**src/rtl/vga_timing_gen.sv**
```systemverilog
`default_nettype none
// ============================================================================
//  Module      : vga_timing_gen
//  Description : Parametrised VGA timing generator with registered,
//                blank-aware colour output stage and line/frame strobes.
//  Revision    : 1.0 - initial release
// ============================================================================
module vga_timing_gen #(
    parameter int H_ACTIVE = 640,
    parameter int H_FP     = 16,
    parameter int H_SYNC   = 96,
    parameter int H_BP     = 48,
    parameter int V_ACTIVE = 480,
    parameter int V_FP     = 10,
    parameter int V_SYNC   = 2,
    parameter int V_BP     = 33,
    parameter int CNT_W    = 10,
    parameter int PIX_DIV  = 4,
    parameter bit HS_POL   = 1'b0,
    parameter bit VS_POL   = 1'b0
) (
    input  logic             clk,
    input  logic             rst,
    input  logic             blank,
    input  logic [2:0]       red_in,
    input  logic [2:0]       green_in,
    input  logic [1:0]       blue_in,
    output logic [2:0]       red,
    output logic [2:0]       green,
    output logic [1:0]       blue,
    output logic [CNT_W-1:0] hPix,
    output logic [CNT_W-1:0] vPix,
    output logic [CNT_W-1:0] HC,
    output logic [CNT_W-1:0] VC,
    output logic             pix,
    output logic             HS,
    output logic             VS,
    output logic             active,
    output logic             line_start,
    output logic             frame_start
);

    localparam int c_H_TOTAL = H_ACTIVE + H_FP + H_SYNC + H_BP;
    localparam int c_V_TOTAL = V_ACTIVE + V_FP + V_SYNC + V_BP;
    localparam int c_DIV_W   = (PIX_DIV > 1) ? $clog2(PIX_DIV) : 1;

    localparam logic [c_DIV_W-1:0] c_DIV_LAST = c_DIV_W'(PIX_DIV - 1);
    localparam logic [CNT_W-1:0]   c_H_LAST   = CNT_W'(c_H_TOTAL - 1);
    localparam logic [CNT_W-1:0]   c_V_LAST   = CNT_W'(c_V_TOTAL - 1);

    // One extra bit so boundaries equal to the total never overflow
    localparam logic [CNT_W:0] c_H_ACT  = (CNT_W+1)'(H_ACTIVE);
    localparam logic [CNT_W:0] c_V_ACT  = (CNT_W+1)'(V_ACTIVE);
    localparam logic [CNT_W:0] c_HS_BEG = (CNT_W+1)'(H_ACTIVE + H_FP);
    localparam logic [CNT_W:0] c_HS_END = (CNT_W+1)'(H_ACTIVE + H_FP + H_SYNC);
    localparam logic [CNT_W:0] c_VS_BEG = (CNT_W+1)'(V_ACTIVE + V_FP);
    localparam logic [CNT_W:0] c_VS_END = (CNT_W+1)'(V_ACTIVE + V_FP + V_SYNC);

    logic [c_DIV_W-1:0] r_div_cnt;
    logic [c_DIV_W-1:0] w_div_nxt;
    logic               r_pix;
    logic [CNT_W-1:0]   r_hc;
    logic [CNT_W-1:0]   r_vc;
    logic [CNT_W:0]     w_hc_x;
    logic [CNT_W:0]     w_vc_x;
    logic               w_h_last;
    logic               w_v_last;
    logic               w_in_active;
    logic               w_in_hsync;
    logic               w_in_vsync;
    logic [2:0]         r_red;
    logic [2:0]         r_green;
    logic [1:0]         r_blue;
    logic               r_active;
    logic               r_hs;
    logic               r_vs;

    assign w_div_nxt   = (r_div_cnt == c_DIV_LAST) ? '0 : r_div_cnt + 1'b1;
    assign w_hc_x      = {1'b0, r_hc};
    assign w_vc_x      = {1'b0, r_vc};
    assign w_h_last    = (r_hc == c_H_LAST);
    assign w_v_last    = (r_vc == c_V_LAST);
    assign w_in_active = (w_hc_x < c_H_ACT) && (w_vc_x < c_V_ACT);
    assign w_in_hsync  = (w_hc_x >= c_HS_BEG) && (w_hc_x < c_HS_END);
    assign w_in_vsync  = (w_vc_x >= c_VS_BEG) && (w_vc_x < c_VS_END);

    // pix is registered from the next divider value so it lines up with div_cnt
    always_ff @(posedge clk) begin
        if (rst) begin
            r_div_cnt <= '0;
            r_pix     <= 1'b0;
        end else begin
            r_div_cnt <= w_div_nxt;
            r_pix     <= (w_div_nxt == c_DIV_LAST);
        end
    end

    always_ff @(posedge clk) begin
        if (rst) begin
            r_hc <= '0;
            r_vc <= '0;
        end else if (r_pix) begin
            if (w_h_last) begin
                r_hc <= '0;
                r_vc <= w_v_last ? '0 : r_vc + 1'b1;
            end else begin
                r_hc <= r_hc + 1'b1;
            end
        end
    end

    // Output stage samples the pre-increment coordinate, so it trails it by one pixel
    always_ff @(posedge clk) begin
        if (rst) begin
            r_red    <= '0;
            r_green  <= '0;
            r_blue   <= '0;
            r_active <= 1'b0;
            r_hs     <= ~HS_POL;
            r_vs     <= ~VS_POL;
        end else if (r_pix) begin
            r_red    <= (w_in_active && !blank) ? red_in   : 3'd0;
            r_green  <= (w_in_active && !blank) ? green_in : 3'd0;
            r_blue   <= (w_in_active && !blank) ? blue_in  : 2'd0;
            r_active <= w_in_active;
            r_hs     <= w_in_hsync ? HS_POL : ~HS_POL;
            r_vs     <= w_in_vsync ? VS_POL : ~VS_POL;
        end
    end

    assign hPix        = w_in_active ? r_hc : '0;
    assign vPix        = w_in_active ? r_vc : '0;
    assign HC          = r_hc;
    assign VC          = r_vc;
    assign pix         = r_pix;
    assign red         = r_red;
    assign green       = r_green;
    assign blue        = r_blue;
    assign active      = r_active;
    assign HS          = r_hs;
    assign VS          = r_vs;
    assign line_start  = r_pix && w_h_last;
    assign frame_start = r_pix && w_h_last && w_v_last;

endmodule
`default_nettype wire

```
**config.mk**
```make
export PLATFORM = sky130hd
export DESIGN_NAME = vga_timing_gen
export DESIGN_NICKNAME = d
export VERILOG_FILES = /design/src/rtl/vga_timing_gen.sv
export SDC_FILE = /design/constraint.sdc
export NUM_CORES = 1
export LEC_CHECK = 0
export CORE_MARGIN = 4
export CORE_UTILIZATION = 45
export DETAILED_ROUTE_END_ITERATION = 10
export PLACE_DENSITY = 0.8
export SYNTH_ARGS = -nofsm -noshare
export SYNTH_HDL_FRONTEND = slang
export SYNTH_SLANG_ARGS = --single-unit
```
**constraint.sdc**
```tcl
create_clock -name clk -period 2.1 [get_ports clk]
set_input_delay 0.21 -clock clk [delete_from_list [all_inputs] [get_ports clk]]
set_output_delay 0.21 -clock clk [all_outputs]
set_load 0.005 [all_outputs]
```
== Yosys cells after proc, flatten, opt, wreduce, memory -nomap -nowiden ==
Cells that the tools add are included.

* Order comparisons: 6
* Add/sub/neg operators: 3
* Muxes and demuxes: 10
* Eq/ne operators: 4
* Reduce and logical (&&, ||, !) cells: 8

{| class="wikitable"
|+ Operators by type and width
! operator !! count
|-
| $mux W10 || 4
|-
| $add A10 B1 Y10 const B || 2
|-
| $eq A10 B10 Y1 const B || 2
|-
| $lt A10 B10 Y1 const B || 2
|-
| $lt A10 B9 Y1 const B || 2
|-
| $ge A10 B10 Y1 const B || 1
|-
| $ge A10 B9 Y1 const B || 1
|-
| $logic_and A1 B1 Y1 || 6
|-
| $mux W3 || 2
|-
| $eq A2 B2 Y1 const B || 2
|-
| $mux W2 || 2
|-
| $add A2 B1 Y2 const B || 1
|-
| $mux W1 || 2
|-
| $reduce_and A2 Y1 || 1
|-
| $logic_not A1 Y1 || 1
|}

* Register bits after elaboration: 34
* Input port bits: 11
* Output and inout bits: 54
* Logic and storage cells: 41

== Longest topological paths before layout ==
Gate-level depths: netlist of the first run.

* Depth after elaboration: 4
* Mapped depth: 7
* Gate-level depth less buffers: 6

== Worst setup path after synthesis of the first run ==
No wires, ideal clock.

* Kind: register -> register
* From: register r_vc[0] (netlist: VC[0])
* To: register r_vc[0] (netlist: VC[0])
* Setup time: 131 ps
* Arrival: 1582 ps
* Cell stages (with the launch flop): 7
* Buffers on the path: 0
* Setup slack: 387 ps
* Period minus slack after synthesis: 1713 ps
* Path through: dfxtp_1 > inv_1 > ha_1 > nand4bb_1 > or4_1 > o31ai_4 > nor2_1

* Word-level cells in the longest chain between the ends: 2
* Elaborated cells on any way between the ends: 3
* Classes of those cells: 1 x add/sub; 1 x eq/ne; 1 x mux

{| class="wikitable"
|+ Ends and longest elaborated chain
! item !! line !! RTL
|-
| start: declaration || 63 || <nowiki>logic [CNT_W-1:0] r_vc;</nowiki>
|-
| start signal: assignment || 105 || <nowiki>r_vc <= w_v_last ? '0 : r_vc + 1'b1;</nowiki>
|-
| $add A10 B1 Y10 / $eq A10 B10 Y1 (equally long branches) || 105, 82 ||
|-
| $mux W10 (*) || 105 ||
|}

Every way passes the cells marked *; elsewhere a longest branch is shown, timed or not.
A chain may end at the register's enable or synchronous reset.

== Final worst setup path of the first run ==
* From: register r_vc[1] (netlist: VC[1])
* To: output port frame_start

* Word-level cells in the longest chain between the ends: 2

{| class="wikitable"
|+ Ends and longest elaborated chain
! item !! line !! RTL
|-
| $eq A10 B10 Y1 || 82 || <nowiki>assign w_v_last = (r_vc == c_V_LAST);</nowiki>
|-
| $logic_and A1 B1 Y1 || 143 || <nowiki>assign frame_start = r_pix && w_h_last && w_v_last;</nowiki>
|-
| end: declaration || 40 || <nowiki>output logic frame_start</nowiki>
|}

No other way between the ends.

==> results of run 1 <==
## cell families after synthesis
group | after synthesis
AND/OR/NAND/NOR | 103
adder cells (fa/ha/maj) | 6
AO/OA/AOI/OAI | 28
multiplexers | 2
other | 1
XOR/XNOR | 10
buffers and inverters | 21
flip-flops | 34
## flip-flops by register name, summed over array words and instances, names as in the netlist
| register | flops |
|---|---|
| HS | 1 |
| active | 1 |
| HC | 10 |
| VC | 10 |
| r_div_cnt | 2 |
| red | 3 |
| VS | 1 |
| green | 3 |
| blue | 2 |
| pix | 1 |
## power by group through the flow
| stage | Sequential (µW) | Combinational (µW) | Clock [µW] |
|---|---|---|---|
| after CTS | 663 | 98.7 | 513 |
| after global routing | 665 | 107 | 551 |
| final | 663 | 98.1 | 505 |
| after detailed placement | 679 | 97.1 | 0 |
| after global placement | 678 | 96.3 | 0 |
| after floorplan | 680 | 46.0 | 0 |
## path summary, 6_finish.rpt
kind                              from                   end  cells after the start
setup / recovery    VC[1]$_SDFFE_PP0P_           frame_start                      6
hold / removal    blue[1]$_SDFFE_PP0P_  blue[1]$_SDFFE_PP0P_                      2
setup reg to reg    VC[1]$_SDFFE_PP0P_    VC[0]$_SDFFE_PP0P_                      7
hold reg to reg   blue[1]$_SDFFE_PP0P_  blue[1]$_SDFFE_PP0P_                      2
## worst max-delay path, cell delays in order (launching register included)
cell	delay, ps
dfxtp_1	310
inv_1	80
ha_1	150
nand4bb_1	90
or4_1	530
nor3_1	170
clkdlybuf4s15_1	230
## synth_stat cells (all sizes together) (2+ instances only)
cell	instances	area [µm²]
a21oi	17	85.1
and2	15	95.1
and3	2	15.0
and4	2	18.8
buf	5	41.3
clkbuf	8	60.1
dfxtp	34	681
ha	6	75.1
inv	8	30.0
mux2i	2	20.0
nand2	12	45.0
nand2b	8	50.1
nand3	13	65.1
nand4	8	65.1
nand4b	2	17.5
nor2	14	52.6
nor3	6	30.0
nor4	5	46.3
o21ai	6	30.0
o31ai	3	36.3
or3	6	41.3
or4	3	22.5
xnor2	5	43.8
xor2	5	43.8
## what timing repair did
action,in CTS,in global routing
resized for setup,20,11
gates cloned,1,0
endpoints found under the setup margin,17,11
buffers inserted,2,3
pin swaps,0,1
## per-stage QoR
step	TNS, ps	instance area (µm²)	util (%)
2_1_floorplan	0	1810	-
3_3_place_gp	0	2600	69.0
3_5_place_dp	0	2600	69.0
4_1_cts	0	2740	72.7
5_1_grt	-104	2800	74.1
6_report	0	2800	74.1
## routing by layer
layer	routed length (µm)	global-route usage, %	vias to the layer above	share of wire (%)
li1	-	-	893	-
met1	2070	23.5	859	42
met2	2470	31.0	58	50
met3	313	5.75	15	6.3
met4	91	7.93	0	1.8
met5	0	0	-	0
## final cells by class
type,instances,area [µm²]
Sequential cell,34,688
Fill cell,289,976
Multi-Input combinational cell,150,1040
Clock inverter,1,5.00
Tap cell,48,60.1
Clock buffer,7,86.3
Inverter,8,30.0
Timing Repair Buffer,96,886
==> reports/metrics.cfg, run 1 <==
[run_status]
status = complete, no violations

[placed_design]
place_inst = 330
place_ws_ps = 128
port_buffers = 63
place_hpwl_mm = 3.49
gp_congestion = 0.832

[finish]
layout_common_cells = clkdlybuf4s50_1, buf_4, dfxtp_1
diodes = 0
instances_no_fill = 344
areaGrowthSynthToFinish_pct = 54.4
drive_above_1_share_pct = 21.3
num-nets-final = 312
layout_commonest_cell = clkdlybuf4s50_1

[setup_path]
reg2reg_slack_ps = 130
required_ps = 1890
cp_max_fo = 2
critPathLaunchType = flip-flop
end_kind = output port
critPathKind = flip-flop to output port
critPathArrivalTime_ps = 1870

[yosys]
avgSynthCellArea_um2 = 8.83
synth_top_family_by_area = simple AND/OR/NAND/NOR gates
yosysUniqueCellTypes = 42
syn_nets = 222
synth_enable_flop_cells = 0
synth-async-reset-ratio_pct = 0
synth_xor_area_share_pct = 4.84
synthMuxAreaShare_pct = 1.11
synth-seq-area-share_pct = 37.6
ys_ff_latch = 34
syn-instance-count = 205
synthSimpleGateAreaFrac_pct = 35.6
synth_compound_area_share_pct = 9.26
synthAdderAreaFrac_pct = 4.15
syn_area_mm2 = 0.00181
synth_warnings = 0
synth_ff_type = dfxtp_1

[power_and_ir_drop]
p_int_uw = 975
power_frac_seq_pct = 52.4
power_density_mw_per_mm2 = 453
power_frac_comb_pct = 7.7
total_power_uw = 1270
irDropWorstVdd_uv = 395
switching_share_pct = 23.1
clkPwrFrac_pct = 39.9
switching_power_uw = 292
p_leak_uw = 0.00114

[routing]
drtIter0Drc = 130
drc = 0
vias = 1825
drt-total-wl_mm = 4.94
ant_nets = 0
routed_via_density = 5.31
wl_per_cell_um = 14.4
dr.pass1.iters = 4

[run]
drv_cap = 0

[floorplan]
start_util_pct = 48.0
die-area_mm2 = 0.00510
die_w_um = 71.4
row_count = 22
chipHeight_um = 71.4
core_area_mm2 = 0.00377
num_io_pins = 65

[cts]
cts-root-buf = clkbuf_8
clock-sinks = 34
cts_tree = yes
clk_pin_slew_ps = 70
cts_made_buffers = 5
cts_buffer_depth = 2
cts-htree-levels = 2
clock_latency_ps = 290
hold_buffers = 0

[sta]
slew_violations = 0
finalHoldViolCount = 0
setup_slack_ps = 24.7
hold-worst-slack_ps = 476
fmax_mhz = 482
setup_viol = 0
finalClockSkew_ps = 6.62
post-route-period-util_pct = 98.8
period_minus_slack_ps = 2080

[global_routing]
grt_start_max_net_pins = 29
antenna_found_initial = 0
grt_overflow = 0
grt_use_total_pct = 19.1
grt_pass1_wl_mm = 7.66
grt_pass1_vias = 1593

[hold_path]
hold_class = flip-flop to flip-flop

Power figures use the tool's default switching activity.
==> inputs of run 2 (changes only) <==
==> constraint.sdc (replaced) <==
create_clock -name clk -period 2.1 [get_ports clk]
set_input_delay 0.525 -clock clk [delete_from_list [all_inputs] [get_ports clk]]
set_output_delay 0.525 -clock clk [all_outputs]
set_load 0.005 [all_outputs]
==> run 2 against run 1 <==
- the run now ends with setup timing left
- first-iteration DRC count is 48% higher
- global-route usage is 2.0 points higher
- sequential power hardly changed
==> reports/metrics.cfg, run 2 (synthesized netlist as in run 1, its figures left out) <==
[floorplan]
start_util_pct = 48.0  ; unchanged
chipHeight_um = 71.4  ; unchanged
die-area_mm2 = 0.00510  ; unchanged
row_count = 22  ; unchanged
num_io_pins = 65  ; unchanged
core_area_mm2 = 0.00377  ; unchanged
die_w_um = 71.4  ; unchanged

[global_routing]
grt-busiest-layer = met2  ; unchanged
gr-usage-met3_pct = 4.35  ; was 5.75%
antenna_found_initial = 0  ; unchanged
met1_usage_pct = 26.2  ; was 23.5%
grt_pass1_vias = 1782  ; was 1593
grt_start_max_net_pins = 29  ; unchanged
grt_pass1_wl_mm = 8.55  ; was 7.66 mm
grtUsageMet2_pct = 35.2  ; was 31.0%
grt_use_total_pct = 21.1  ; was 19.1%
grt_overflow = 0  ; unchanged

[run_status]
violations = setup timing
status = finished with violations  ; was complete, no violations

[finish]
layout_common_cells = buf_4, clkdlybuf4s50_1, dfxtp_1  ; was clkdlybuf4s50_1, buf_4, dfxtp_1
instances_no_fill = 363  ; was 344
diodes = 0  ; unchanged
areaGrowthSynthToFinish_pct = 65.8  ; was 54.4%
fill_cells = 239  ; was 289
drive_above_1_share_pct = 35.2  ; was 21.3%
fin_area_mm2 = 0.00300  ; was 0.00280 mm²
num-nets-final = 331  ; was 312
layout_commonest_cell = buf_4  ; was clkdlybuf4s50_1

[setup_path]
crit_path_frequent_cell = buf_6
slowest_stage = dfxtp_4  ; was or4_1
max_stage_delay_ps = 360  ; was 530 ps
end_kind = output port  ; unchanged
required_ps = 1570  ; was 1890 ps
critPathKind = flip-flop to output port  ; unchanged
critPathArrivalTime_ps = 1710  ; was 1870 ps
critPathLaunchType = flip-flop  ; unchanged
cp_max_fo = 6  ; was 2
crit_chain = and4_4 > nor3_4 > buf_6 > buf_6 > buf_6 > and2_4 > buf_6  ; was inv_1 > ha_1 > nand4bb_1 > or4_1 > nor3_1 > clkdlybuf4s15_1

[placed_design]
gp_congestion = 0.860  ; was 0.832
place_hpwl_mm = 3.72  ; was 3.49 mm
dpl_cell_area_mm2 = 0.00269  ; was 0.00260 mm²
place_inst = 342  ; was 330
port_buffers = 63  ; unchanged

[routing]
dr.pass1.iters = 5  ; was 4
vias = 1960  ; was 1825
drtIter0Drc = 192  ; was 130
routed_via_density = 5.40  ; was 5.31
ant_nets = 0  ; unchanged
drt-total-wl_mm = 5.65  ; was 4.94 mm
wl_per_cell_um = 15.6  ; was 14.4 µm
drc = 0  ; unchanged

[sta]
slew_headroom_pct = 66.4
setup_viol = 14  ; was 0
setup_slack_ps = -135  ; was 24.7 ps
fmax_mhz = 448  ; was 482 MHz
worst_pin_slew_ps = 500
rsz0062_at_grt = yes
slew_violations = 0  ; unchanged
finalClockSkew_ps = 3.38  ; was 6.62 ps
hold-worst-slack_ps = 462  ; was 476 ps
fin_setup_tns_ps = -1020  ; was 0 ps
post-route-period-util_pct = 106  ; was 98.8%
finalHoldViolCount = 0  ; unchanged
period_minus_slack_ps = 2230  ; was 2080 ps

[cts]
cts_tree = yes  ; unchanged
clk_pin_slew_ps = 70  ; about the same
clock-sinks = 34  ; unchanged
cts_made_buffers = 5  ; unchanged
cts-htree-levels = 2  ; unchanged
cts_buffer_depth = 2  ; unchanged
clock_latency_ps = 290  ; about the same
cts-root-buf = clkbuf_8  ; unchanged

[hold_path]
hold_class = flip-flop to flip-flop  ; unchanged

[power_and_ir_drop]
p_leak_uw = 0.00122  ; was 0.00114 µW
power_density_mw_per_mm2 = 458  ; was 453 mW/mm²
irDropWorstVdd_uv = 581  ; was 395 µV

[run]
drv_cap = 0  ; unchanged

-- run 2: critical path: cells and delay by family, from the launching register on --
family	cells	cell delay, ps
and+or+nand+nor	3	610
DFF	1	360
buffers and inverters	4	450
-- run 2: metrics by stage --
stage          setup slack (ps)  power, µW  util [%]
4_1_cts                    -227       1380      75.4
2_1_floorplan               103        726         -
6_report                   -135       1380      79.6
3_3_place_gp               -145        774      71.4
5_1_grt                    -183       1420      79.6
3_5_place_dp               -207        778      71.4
-- run 2: cell type report --
class                           instances  area [µm²]  area share [%]
Multi-Input combinational cell        150        1080            35.9
Clock inverter                          3        45.0            1.50
Sequential cell                        34         684            22.8
Clock buffer                            5        68.8            2.29
Tap cell                               48        60.1            2.00
Inverter                                8        30.0            1.00
Timing Repair Buffer                  115        1030            34.5
-- run 2: report_power, final --
part	switching [µW]	internal (µW)	total, µW
Clock	258	353	610
Sequential	7.34	656	663
Combinational	45.5	57.2	103
Total	310	1070	1380
-- run 2: worst paths after layout --
kind | from | endpoint | slack, ps | depth (start not counted)
min | r_div_cnt[0]$_SDFF_PP0_ | r_div_cnt[0]$_SDFF_PP0_ | 460 | 1
max | VC[8]$_SDFFE_PP0P_ | vPix[3] | -130 | 7
min reg2reg | r_div_cnt[0]$_SDFF_PP0_ | r_div_cnt[0]$_SDFF_PP0_ | 460 | 1
max reg2reg | HC[7]$_SDFFE_PP0P_ | VC[9]$_SDFFE_PP0P_ | 120 | 6
-- run 2: per-layer routing --
metal	vias up	routed length, µm
li1	932	-
met1	921	2190
met3	14	449
met5	-	0
met4	0	146
met2	93	2870
-- run 2: timing repair --
item	CTS	global route
hold buffers	0	0
pin swaps	3	12
hold endpoints to repair	0	0
buffers inserted	7	5
endpoints found under the setup margin	21	21
cloned	1	0
resized for setup	80	37
==> inputs of run 3 (changes only) <==
--- a/config.mk
+++ b/config.mk
@@ -8,7 +8,9 @@
 export CORE_MARGIN = 4
 export CORE_UTILIZATION = 45
 export DETAILED_ROUTE_END_ITERATION = 10
+export HOLD_SLACK_MARGIN = 0.12
 export PLACE_DENSITY = 0.8
+export SETUP_SLACK_MARGIN = 0.4
 export SYNTH_ARGS = -nofsm -noshare
 export SYNTH_HDL_FRONTEND = slang
 export SYNTH_SLANG_ARGS = --single-unit
==> run 3 against run 2 <==
- the flow still finishes with violations (setup timing)
- count of clock-buffer cells in the layout increased by 1
- cell area increased by 12%
- via count increased by 9.1%
- clock power decreased by 14%
- critical path depth increased by 2
- clock skew increased by 4.3 ps
- combinational power increased by 29%
- critical endpoint is now VC[9]$_SDFFE_PP0P_
- utilization increased by 9.8 points
- sequential share of layout area decreased by 1.7 points
- largest power group unchanged
- final cell count increased by 2.5%
==> reports/metrics.cfg, run 3 (synthesized netlist as in run 1, its figures left out) <==
[power_and_ir_drop]
total_power_uw = 1320  ; was 1380 µW
irDropWorstVdd_uv = 511  ; was 581 µV
power_density_mw_per_mm2 = 391  ; was 458 mW/mm²
p_leak_uw = 0.00147  ; was 0.00122 µW

[routing]
drtIter0Drc = 282  ; was 192
drc = 0  ; unchanged
drt-total-wl_mm = 7.79  ; was 5.65 mm
vias = 2139  ; was 1960
wl_per_cell_um = 20.9  ; was 15.6 µm
routed_via_density = 5.75  ; was 5.40
dr.pass1.iters = 4  ; was 5
ant_nets = 0  ; unchanged

[finish]
num-nets-final = 340  ; was 331
diodes = 0  ; unchanged
seq_area_um2 = 713  ; was 684 µm²
layout_commonest_cell = buf_6  ; was buf_4
fin_area_mm2 = 0.00337  ; was 0.00300 mm²
multi_input_area_mm2 = 0.00121  ; was 0.00108 mm²
areaGrowthSynthToFinish_pct = 86.2  ; was 65.8%
drive_above_1_share_pct = 50.6  ; was 35.2%
layout_common_cells = buf_6, buf_4, dfxtp_1, clkdlybuf4s50_1, dlygate4sd2_1  ; was buf_4, clkdlybuf4s50_1, dfxtp_1
fill_cells = 163  ; was 239

[floorplan]
row_count = 22  ; unchanged
start_util_pct = 48.0  ; unchanged
core_area_mm2 = 0.00377  ; unchanged
die_w_um = 71.4  ; unchanged
num_io_pins = 65  ; unchanged
chipHeight_um = 71.4  ; unchanged
die-area_mm2 = 0.00510  ; unchanged

[hold_path]
hold_class = flip-flop to flip-flop  ; unchanged

[cts]
cts_buffer_depth = 2  ; unchanged
clock_latency_ps = 300  ; was 290 ps
clk_pin_slew_ps = 70  ; about the same
cts-root-buf = clkbuf_8  ; unchanged
hold_buffers = 0  ; unchanged
cts-htree-levels = 2  ; unchanged
clock-sinks = 34  ; unchanged
cts_tree = yes  ; unchanged
cts_made_buffers = 5  ; unchanged

[global_routing]
grt_use_total_pct = 28.1  ; was 21.1%
grt_start_max_net_pins = 15  ; was 29
grt_pass1_wl_mm = 11.1  ; was 8.55 mm
grt_pass1_vias = 2105  ; was 1782
grt_overflow = 0  ; unchanged
antenna_found_initial = 0  ; unchanged

[setup_path]
crit_family = simple AND/OR/NAND/NOR gates  ; unchanged
crit_buf_inv = 5  ; was 4
cp_max_fo = 5  ; was 6
critPathLaunchType = flip-flop  ; unchanged
critPathKind = flip-flop to flip-flop  ; was flip-flop to output port
crit_chain = buf_6 > nor4b_4 > nand4_4 > buf_6 > buf_6 > buf_6 > buf_6 > or4_4 > a21oi_2  ; was and4_4 > nor3_4 > buf_6 > buf_6 > buf_6 > and2_4 > buf_6
required_ps = 2320  ; was 1570 ps
critPathArrivalTime_ps = 2400  ; was 1710 ps
reg2reg_slack_ps = -80  ; was 120 ps
slowest_stage = or4_4  ; was dfxtp_4
crit_path_frequent_cell = buf_6  ; unchanged
end_kind = flip-flop  ; was output port
max_stage_delay_ps = 510  ; was 360 ps

[placed_design]
place_hpwl_mm = 3.56  ; was 3.72 mm
dpl_cell_area_mm2 = 0.00266  ; was 0.00269 mm²
place_ws_ps = -116  ; was -207 ps
gp_congestion = 0.881  ; was 0.860
port_buffers = 63  ; unchanged

[sta]
period_minus_slack_ps = 2180  ; was 2230 ps
setup_viol = 19  ; was 14
hold-worst-slack_ps = 468  ; was 462 ps
finalClockSkew_ps = 7.69  ; was 3.38 ps
post-route-period-util_pct = 104  ; was 106%
rsz0062_at_grt = yes  ; unchanged
slew_violations = 0  ; unchanged
fmax_mhz = 459  ; was 448 MHz
setup_slack_ps = -77.8  ; was -135 ps
finalHoldViolCount = 0  ; unchanged

[run_status]
status = finished with violations  ; unchanged
violations = setup timing  ; unchanged

[run]
drv_cap = 0  ; unchanged

-- run 3: final timing paths --
check	cells past startpoint	from	end
setup / recovery	9	HC[7]$_SDFFE_PP0P_	VC[9]$_SDFFE_PP0P_
hold reg to reg	2	blue[1]$_SDFFE_PP0P_	blue[1]$_SDFFE_PP0P_
hold / removal	2	blue[1]$_SDFFE_PP0P_	blue[1]$_SDFFE_PP0P_
setup reg to reg	9	HC[7]$_SDFFE_PP0P_	VC[9]$_SDFFE_PP0P_
-- run 3: area by class of cell --
type	count	area share [%]
well taps	48	1.78
repair buffers	124	37.3
inverters	8	0.965
clock inverters	2	0.371
clock buffers	6	2.45
multi-input cells	150	36.0
flip-flops and latches	34	21.2
-- run 3: power breakdown --
part           total, µW  internal (µW)  switching [µW]
Clock                522            263             258
Combinational        133           71.8            60.9
Sequential           664            653            11.1
Total               1320            988             330
-- run 3: per-stage QoR --
| step | cells | setup TNS [ps] | utilization [%] |
|---|---|---|---|
| final | 372 | -1070 | 89.4 |
| after global routing | 372 | -2080 | 89.4 |
| after CTS | 366 | -302 | 82.9 |
| after detailed placement | 332 | -654 | 70.6 |
| after global placement | 332 | -313 | 70.6 |
| after floorplan | 205 | 0 | - |
-- run 3: what timing repair did --
item,CTS,global route
pin swaps,29,12
buffers inserted,24,6
hold endpoints to repair,0,0
gates resized for setup,176,52
cloned,2,0
setup endpoints to repair,56,58
-- run 3: worst reg2reg max path: stages (launching register included) --
cell and delay, ps:
dfxtp_4 360, buf_6 120, nor4b_4 290, nand4_4 130, buf_6 160, buf_6 110
buf_6 130, buf_6 130, or4_4 510, a21oi_2 170
-- run 3: layer usage --
metal	GRT usage [%]	wire length (µm)	up-vias
met4	9.60	235	0
li1	-	-	951
met2	49.8	4080	125
met1	32.5	2860	1035
met5	0	0	-
met3	7.43	606	28
